**config.mk**
```make
export PLATFORM = sky130hd
export DESIGN_NAME = peri_timer
export DESIGN_NICKNAME = d
export VERILOG_FILES = /design/src/rtl/peri_timer_pkg.sv /design/src/rtl/peri_timer_prescaler.sv /design/src/rtl/peri_timer.sv
export SDC_FILE = /design/constraint.sdc
export NUM_CORES = 1
export LEC_CHECK = 0
export ABC_AREA = 1
export BUFFER_PORTS_ARGS = -buffer_cell sky130_fd_sc_hd__clkbuf_2
export CORE_MARGIN = 5
export CORE_UTILIZATION = 50
export CTS_CLUSTER_DIAMETER = 50
export DETAILED_ROUTE_END_ITERATION = 12
export GPL_TIMING_DRIVEN = 0
export PLACE_DENSITY_LB_ADDON = 0.08
export SLEW_MARGIN = 5
export SYNTH_ARGS = -nofsm -noshare
export SYNTH_HDL_FRONTEND = slang
export SYNTH_SLANG_ARGS = --single-unit
export TNS_END_PERCENT = 10
```
**constraint.sdc**
```tcl
create_clock -name clk_ip -period 2.55 [get_ports clk_ip]
set_input_delay 0.1275 -clock clk_ip [delete_from_list [all_inputs] [get_ports clk_ip]]
set_output_delay 0.1275 -clock clk_ip [all_outputs]
set_load 0.01 [all_outputs]
```
**src/rtl/peri_timer_pkg.sv**
```systemverilog
// peri_timer shared definitions: register offsets and CTRL/STAT bit positions.
package peri_timer_pkg;

    localparam logic [1:0] OFF_CTRL = 2'd0;
    localparam logic [1:0] OFF_STAT = 2'd1;
    localparam logic [1:0] OFF_CNT  = 2'd2;
    localparam logic [1:0] OFF_RLD  = 2'd3;

    localparam int CTRL_EN    = 0;
    localparam int CTRL_ARL   = 1;
    localparam int CTRL_IEN   = 2;
    localparam int CTRL_PS_LO = 3;
    localparam int CTRL_PS_HI = 5;

    localparam int STAT_OVF = 0;

endpackage

```
**src/rtl/peri_timer_prescaler.sv**
```systemverilog
// peri_timer prescaler: free-running 7-bit divider producing a tick
// every 2^ps enabled cycles.
module peri_timer_prescaler (
    input  logic       clk_ip,
    input  logic       reset,
    input  logic       en,
    input  logic [2:0] ps,
    output logic       tick
);

    logic [6:0] pre;
    logic [6:0] mask;

    // Low ps bits set; ps=0 yields an empty mask, i.e. a tick every cycle.
    assign mask = ~(7'h7F << ps);
    assign tick = en && ((pre & mask) == mask);

    always_ff @(posedge clk_ip) begin
        if (reset) begin
            pre <= 7'd0;
        end else if (en) begin
            pre <= pre + 7'd1;
        end else begin
            pre <= 7'd0;
        end
    end

endmodule

```
**src/rtl/peri_timer.sv**
```systemverilog
// peri_timer: 8-bit bus-mapped timer with overflow interrupt.
// Reload register and CTRL.ARL exist only with PERI_TIMER_RELOAD_EN defined.
module peri_timer
    import peri_timer_pkg::*;
#(
    parameter logic [7:0] BASE_ADDR = 8'h10
) (
    input  logic       clk_ip,
    input  logic       reset,
    input  logic [7:0] addr,
    input  logic [7:0] data_in,
    output logic [7:0] data_out,
    input  logic       wr_en,
    input  logic       rd_en,
    output logic       irq_op
);

    logic       hit;
    logic [1:0] off;
    logic       wr_hit;
    logic       wr_ctrl;
    logic       wr_stat;
    logic       wr_cnt;
    logic       wr_rld;

    logic       en;
    logic       ien;
    logic       arl;
    logic       ovf;
    logic [2:0] ps;
    logic [7:0] cnt;
    logic [7:0] rld;

    logic       tick;
    logic       ovf_ev;

    assign hit     = (addr[7:2] == BASE_ADDR[7:2]);
    assign off     = addr[1:0];
    assign wr_hit  = wr_en && hit;
    assign wr_ctrl = wr_hit && (off == OFF_CTRL);
    assign wr_stat = wr_hit && (off == OFF_STAT);
    assign wr_cnt  = wr_hit && (off == OFF_CNT);
    assign wr_rld  = wr_hit && (off == OFF_RLD);

    peri_timer_prescaler u_pre (
        .clk_ip (clk_ip),
        .reset  (reset),
        .en     (en),
        .ps     (ps),
        .tick   (tick)
    );

    // A CPU write to CNT masks any overflow in the same cycle.
    assign ovf_ev = tick && (cnt == 8'hFF) && !wr_cnt;

    always_ff @(posedge clk_ip) begin
        if (reset) begin
            en  <= 1'b0;
            ien <= 1'b0;
            ps  <= 3'd0;
            ovf <= 1'b0;
            cnt <= 8'h00;
        end else begin
            if (wr_ctrl) begin
                en  <= data_in[CTRL_EN];
                ien <= data_in[CTRL_IEN];
                ps  <= data_in[CTRL_PS_HI:CTRL_PS_LO];
            end
            if (ovf_ev && !arl) begin
                en <= 1'b0;
            end
            if (wr_stat && data_in[STAT_OVF]) begin
                ovf <= 1'b0;
            end
            if (ovf_ev) begin
                ovf <= 1'b1;
            end
            if (wr_cnt) begin
                cnt <= data_in;
            end else if (ovf_ev) begin
                cnt <= arl ? rld : 8'h00;
            end else if (tick) begin
                cnt <= cnt + 8'd1;
            end
        end
    end

`ifdef PERI_TIMER_RELOAD_EN
    always_ff @(posedge clk_ip) begin
        if (reset) begin
            arl <= 1'b0;
            rld <= 8'h00;
        end else begin
            if (wr_ctrl) begin
                arl <= data_in[CTRL_ARL];
            end
            if (wr_rld) begin
                rld <= data_in;
            end
        end
    end
`else
    logic unused_wr_rld;
    assign unused_wr_rld = wr_rld;
    assign arl = 1'b0;
    assign rld = 8'h00;
`endif

    assign irq_op = ovf && ien;

    always_comb begin
        data_out = 8'h00;
        if (rd_en && hit) begin
            unique case (off)
                OFF_CTRL: data_out = {2'b00, ps, ien, arl, en};
                OFF_STAT: data_out = {7'd0, ovf};
                OFF_CNT:  data_out = cnt;
                OFF_RLD:  data_out = rld;
                default:  data_out = 8'h00;
            endcase
        end
    end

endmodule

```
**Yosys cells after proc, flatten, opt, wreduce, memory -nomap -nowiden**

Cells that the tools add are included.
W data, S select, Z words.

- $add $sub $neg: 2
- Eq/ne operators: 6
- Shift-type cells: 1
- Mux-type cells: 7
- Bitwise logic cells: 3
- Reductions and logical operators: 16

Operator list:

| operator | number |
|---|---|
| $mux W8 | 4 |
| $pmux W8 S4 | 1 |
| $logic_and A1 B1 Y1 | 10 |
| $add A8 B1 Y8 const B | 1 |
| $eq A8 B8 Y1 const B | 1 |
| $add A7 B1 Y7 const B | 1 |
| $and A7 B7 Y7 | 1 |
| $eq A7 B7 Y1 | 1 |
| $not A7 Y7 | 1 |
| $shl A7 B3 Y7 const A | 1 |
| $eq A6 B3 Y1 const B | 1 |
| $eq A2 B2 Y1 const B | 2 |
| $reduce_or A2 Y1 | 2 |
| $reduce_bool A3 Y1 | 1 |
| $eq A2 B1 Y1 const B | 1 |
| $logic_not A2 Y1 | 1 |
| $mux W1 | 2 |
| $reduce_bool A2 Y1 | 1 |
| $logic_not A1 Y1 | 1 |
| $not A1 Y1 | 1 |

- Bits in registers: 21
- Input port bits: 20
- Output and inout port bits: 9

**Depth between registers and ports, before layout**

- Word-level depth: 9
- Depth in mapped cells: 11
- Mapped depth without buffers: 11

**Modules after synthesis**

From an unflattened synthesis, not the netlist that was laid out.

- Cell total of the unflattened synthesis: 213
- Area total of the unflattened synthesis: 1,321.3 sq um

By module, submodules not included:

| module | times used | cells each | area each (sq um) | sequential area each (sq um) |
|---|---|---|---|---|
| peri_timer | 1 | 160 | 975.9 | 280.3 |
| peri_timer_prescaler | 1 | 53 | 345.3 | 140.1 |

**Worst setup path before layout**

Ideal clock, no wire load.

- Path kind: reg-to-reg
- From: register cnt[0]
- To: register cnt[7]
- Setup time: 118 ps
- Arrival time: 1,210 ps
- Required time: 2,432 ps
- Path slack: 1,221 ps
- Cell stages (with the launch flop): 11
- Buffers on the path: 0
- Cell sequence: dfxtp_1 ha_1 nand2_1 nor2_2 nand3_1 nand2_1 nor2_1 nor2_1 nor2_1 nor2_1 nor2_1

- Word-level cells in the longest chain between the ends: 5
- Elaborated cells between the ends (all ways): 8

RTL lines:

| element | RTL line | source |
|---|---|---|
| start: declaration | peri_timer.sv:31 | `logic [7:0] cnt;` |
| start signal: assignment | peri_timer.sv:79 | `cnt <= data_in;` |
| start signal: assignment | peri_timer.sv:81 | `cnt <= arl ? rld : 8'h00;` |
| start signal: assignment | peri_timer.sv:83 | `cnt <= cnt + 8'd1;` |
| parallel branches: the longest is 5 deep, another holds $add A8 B1 Y8 | n/a |  |

Several ways; the timed one is not identified. The select of a mux whose other input is x is not followed.
A chain may end at the register's enable or synchronous reset.

**Worst setup path in the final report**

- From: register cnt[0]
- To: register cnt[5]

Same word-level chain as after synthesis.

==> flow_metrics.tcl <==
set metrics [dict create \
    yosysUniqueCellTypes 29 \
    drv_slew 0 \
    dieArea_um2 3910 \
    min_path_cells 3 \
    hold_buffers 0 \
    max_freq_ghz 0.658 \
    synthTopCellsByCount "nand2_1 (41), nor2_1 (41), dfxtp_1 (21)" \
    reg2reg_slack_ns 1.03 \
    grt_start_max_net_pins 13 \
    ant_nets 0 \
    fillers 260 \
    setup_viol 0 \
    viasPerCell 5.11 \
    nets 259 \
    port_buffers 28 \
    final.period_utilization_pct 59.6 \
    grt_antenna_before_repair 0 \
    final_layout_size_suffix_gt1_share_pct 26.7 \
    postRouteWirelength_um 3260 \
    htree_num_levels 1 \
    synthTopCellsByArea "dfxtp_1 (31%), nand2_1 (11%), nor2_1 (11%), inv_1 (5.2%), nand3_1 (5.1%)" \
    clock_sinks 21 \
    synth_seq_cells 21 \
    critPathTopFamily "simple AND/OR/NAND/NOR gates" \
    worstSetupPathType "reg2reg" \
    tightest_slew_ns 0.380 \
    synth-simple-area-share_pct 44.8 \
    maxCapViolCount 0 \
    status "finished, final reports clean" \
    critPathMaxStageDelay_ns 0.43 \
    drtIter0Drc 53 \
    grt_util_all_layers_pct 17.0 \
    synthFlopType "dfxtp_1" \
    ys_seq_area_share_pct 30.5 \
    cts_setup_buffers 0 \
    synthAdderAreaFrac_pct 1.82 \
    p_per_area_nw_per_um2 340 \
    multi_input_area_um2 855 \
    path_buf_inv 0 \
    timing.setup.tns_ns 0 \
    required_ns 2.76 \
    rr_worst_depth 8 \
    cp-start-kind "register" \
    syn_area_um2 1380 \
    peakVddDrop_mv 0.348 \
    diodes 0 \
    wl_per_cell_um 12.2 \
    leakage_uw 0.000630 \
    cp.arrival_ns 1.73 \
    clk_path_buf_depth 2 \
    vias 1365 \
    clk_latency_ns 0.30 \
    yosysTopAreaCellShare_pct 30.5 \
    post-route-drc-count 0 \
    initial_core_util_pct 51.3 \
    place.gp.congestion 0.810 \
    hold_ws_ns 0.0488 \
    synth_cells 204 \
    root_buffer "clkbuf_4" \
    synthXorXnorAreaFrac_pct 1.91 \
    tritoncts "built" \
    synth_enable_flop_cells 0 \
    timing.rr.start "cnt[0]" \
    slowest_stage "dfxtp_1" \
    die_w_um 62.5 \
    ys_async_sr_fraction_pct 0 \
    min_period_ns 1.52 \
    rsz0062_at_grt "false" \
    synth_compound_area_share_pct 13.5 \
    hold_path_class "in2reg" \
    coreArea_um2 2690 \
    grt_pass1_wl_um 5600 \
    syn_area_per_cell_um2 6.75 \
    synthesis.nets 226 \
    grt_pass1_vias 1289 \
    end_kind "register" \
    die_y_um 62.5 \
    clock_skew_ns 0.00883 \
    gr-total-overflow 0 \
    area_growth_pct 15.0 \
    synth.largest_area_cell "dfxtp_1" \
    clk_pin_slew_worst_paths_ns 0.13 \
    hp-start "data_in[2]" \
    cts_resized 0 \
    numCtsBuffers 3 \
    dp_hpwl_um 2660 \
    hold_violations 0 \
    synth_top_family_by_area "simple AND/OR/NAND/NOR gates" \
    placementRows 19 \
    synthMuxAreaShare_pct 0 \
    yosys_warnings 0 \
    whs_endpoint "ien" \
    critical_path.cell_chain "ha_1 > nand2_1 > nor2_2 > nand4_2 > nand3_1 > nor2_1 > nor2_1 > nor2_1" \
    worstPathMaxFanout 5 \
    relSlewSlack_pct 74.6 \
    r2r_end "cnt[5]" \
    seq_area_um2 420 \
    cp_common_cell "nor2_1" \
    num_io_pins 29 \
    first_pass_iters 4 \
]
-- logic make-up (layout without fill, tap and decap cells) --
family                   Yosys count  count (layout)
AND/OR/NAND/NOR                  122             122
adder cells (fa/ha/maj)            2               2
flip-flops                        21              21
XOR/XNOR                           3               3
buffers and inverters             25              57
AO/OA/AOI/OAI                     31              31
-- worst min-delay path: cells and delay by family --
family                 cells  cell delay [ns]
buffers and inverters      2             0.13
AO/OA/AOI/OAI              1             0.06
-- how the worst max path moves through the flow --
stage	from	endpoint	slack [ns]	cells past startpoint
after floorplan	cnt[0]	cnt[7]	1.22	10
after global placement	cnt[0]	cnt[5]	1.08	8
after detailed placement	cnt[0]	cnt[5]	1.04	8
after CTS	cnt[0]	cnt[5]	1.03	8
after global routing	cnt[0]	cnt[5]	0.86	8
final	cnt[0]	cnt[5]	1.03	8
-- cell type report --
type	instances	share of cell area (%)
Buffer	2	1.03
Clock buffer	3	1.42
Clock inverter	1	0.316
Inverter	23	5.45
Multi-Input combinational cell	158	53.9
Sequential cell	21	26.5
Tap cell	31	2.45
Timing Repair Buffer	28	8.85
-- state kept, by name, indices dropped and copies added, names as in the netlist --
| name | flops |
|---|---|
| ien | 1 |
| ps | 3 |
| en | 1 |
| u_pre.pre | 7 |
| cnt | 8 |
| ovf | 1 |
-- layout by cell type (no fill, tap or decap), drive strengths merged --
| cell | instances |
|---|---|
| clkbuf | 31 |
| o21ai | 13 |
| ha | 2 |
| nand3 | 16 |
| xor2 | 1 |
| nand2 | 45 |
| o21bai | 1 |
| dfxtp | 21 |
| o21a | 2 |
| nand4 | 5 |
| clkinv | 1 |
| nor3 | 5 |
| inv | 23 |
| xnor2 | 2 |
| nor2 | 51 |
| buf | 2 |
| a31oi | 1 |
| a21oi | 14 |
-- metal layers --
metal	routed length (um)	share of wire, %	global-route usage, %	up-vias
li1	-	-	-	725
met1	1600	49	22.4	598
met2	1420	43	27.5	40
met3	226	6.9	3.96	2
met4	19	0.58	5.04	0
met5	0	0	0	-
-- per-stage QoR --
stage / power, uW / setup WS (ns) / std cells / util [%] / area, um^2
finish: 539 / 1.03 / 267 / 59.0 / 1580
global route: 567 / 0.857 / 267 / 59.0 / 1580
CTS: 545 / 1.03 / 267 / 59.0 / 1580
detailed placement: 382 / 1.04 / 263 / 57.9 / 1560
global placement: 380 / 1.08 / 263 / 57.9 / 1560
floorplan: 357 / 1.22 / 204 / - / 1380
-- power breakdown --
part	switching (uW)	leakage [uW]	internal, uW	total [uW]
clock network	106	0.0000177	58.4	164
registers	0.498	0.000169	328	329
logic	28.5	0.000444	17.3	45.8
No activity file was read; power rests on OpenSTA's default activity.
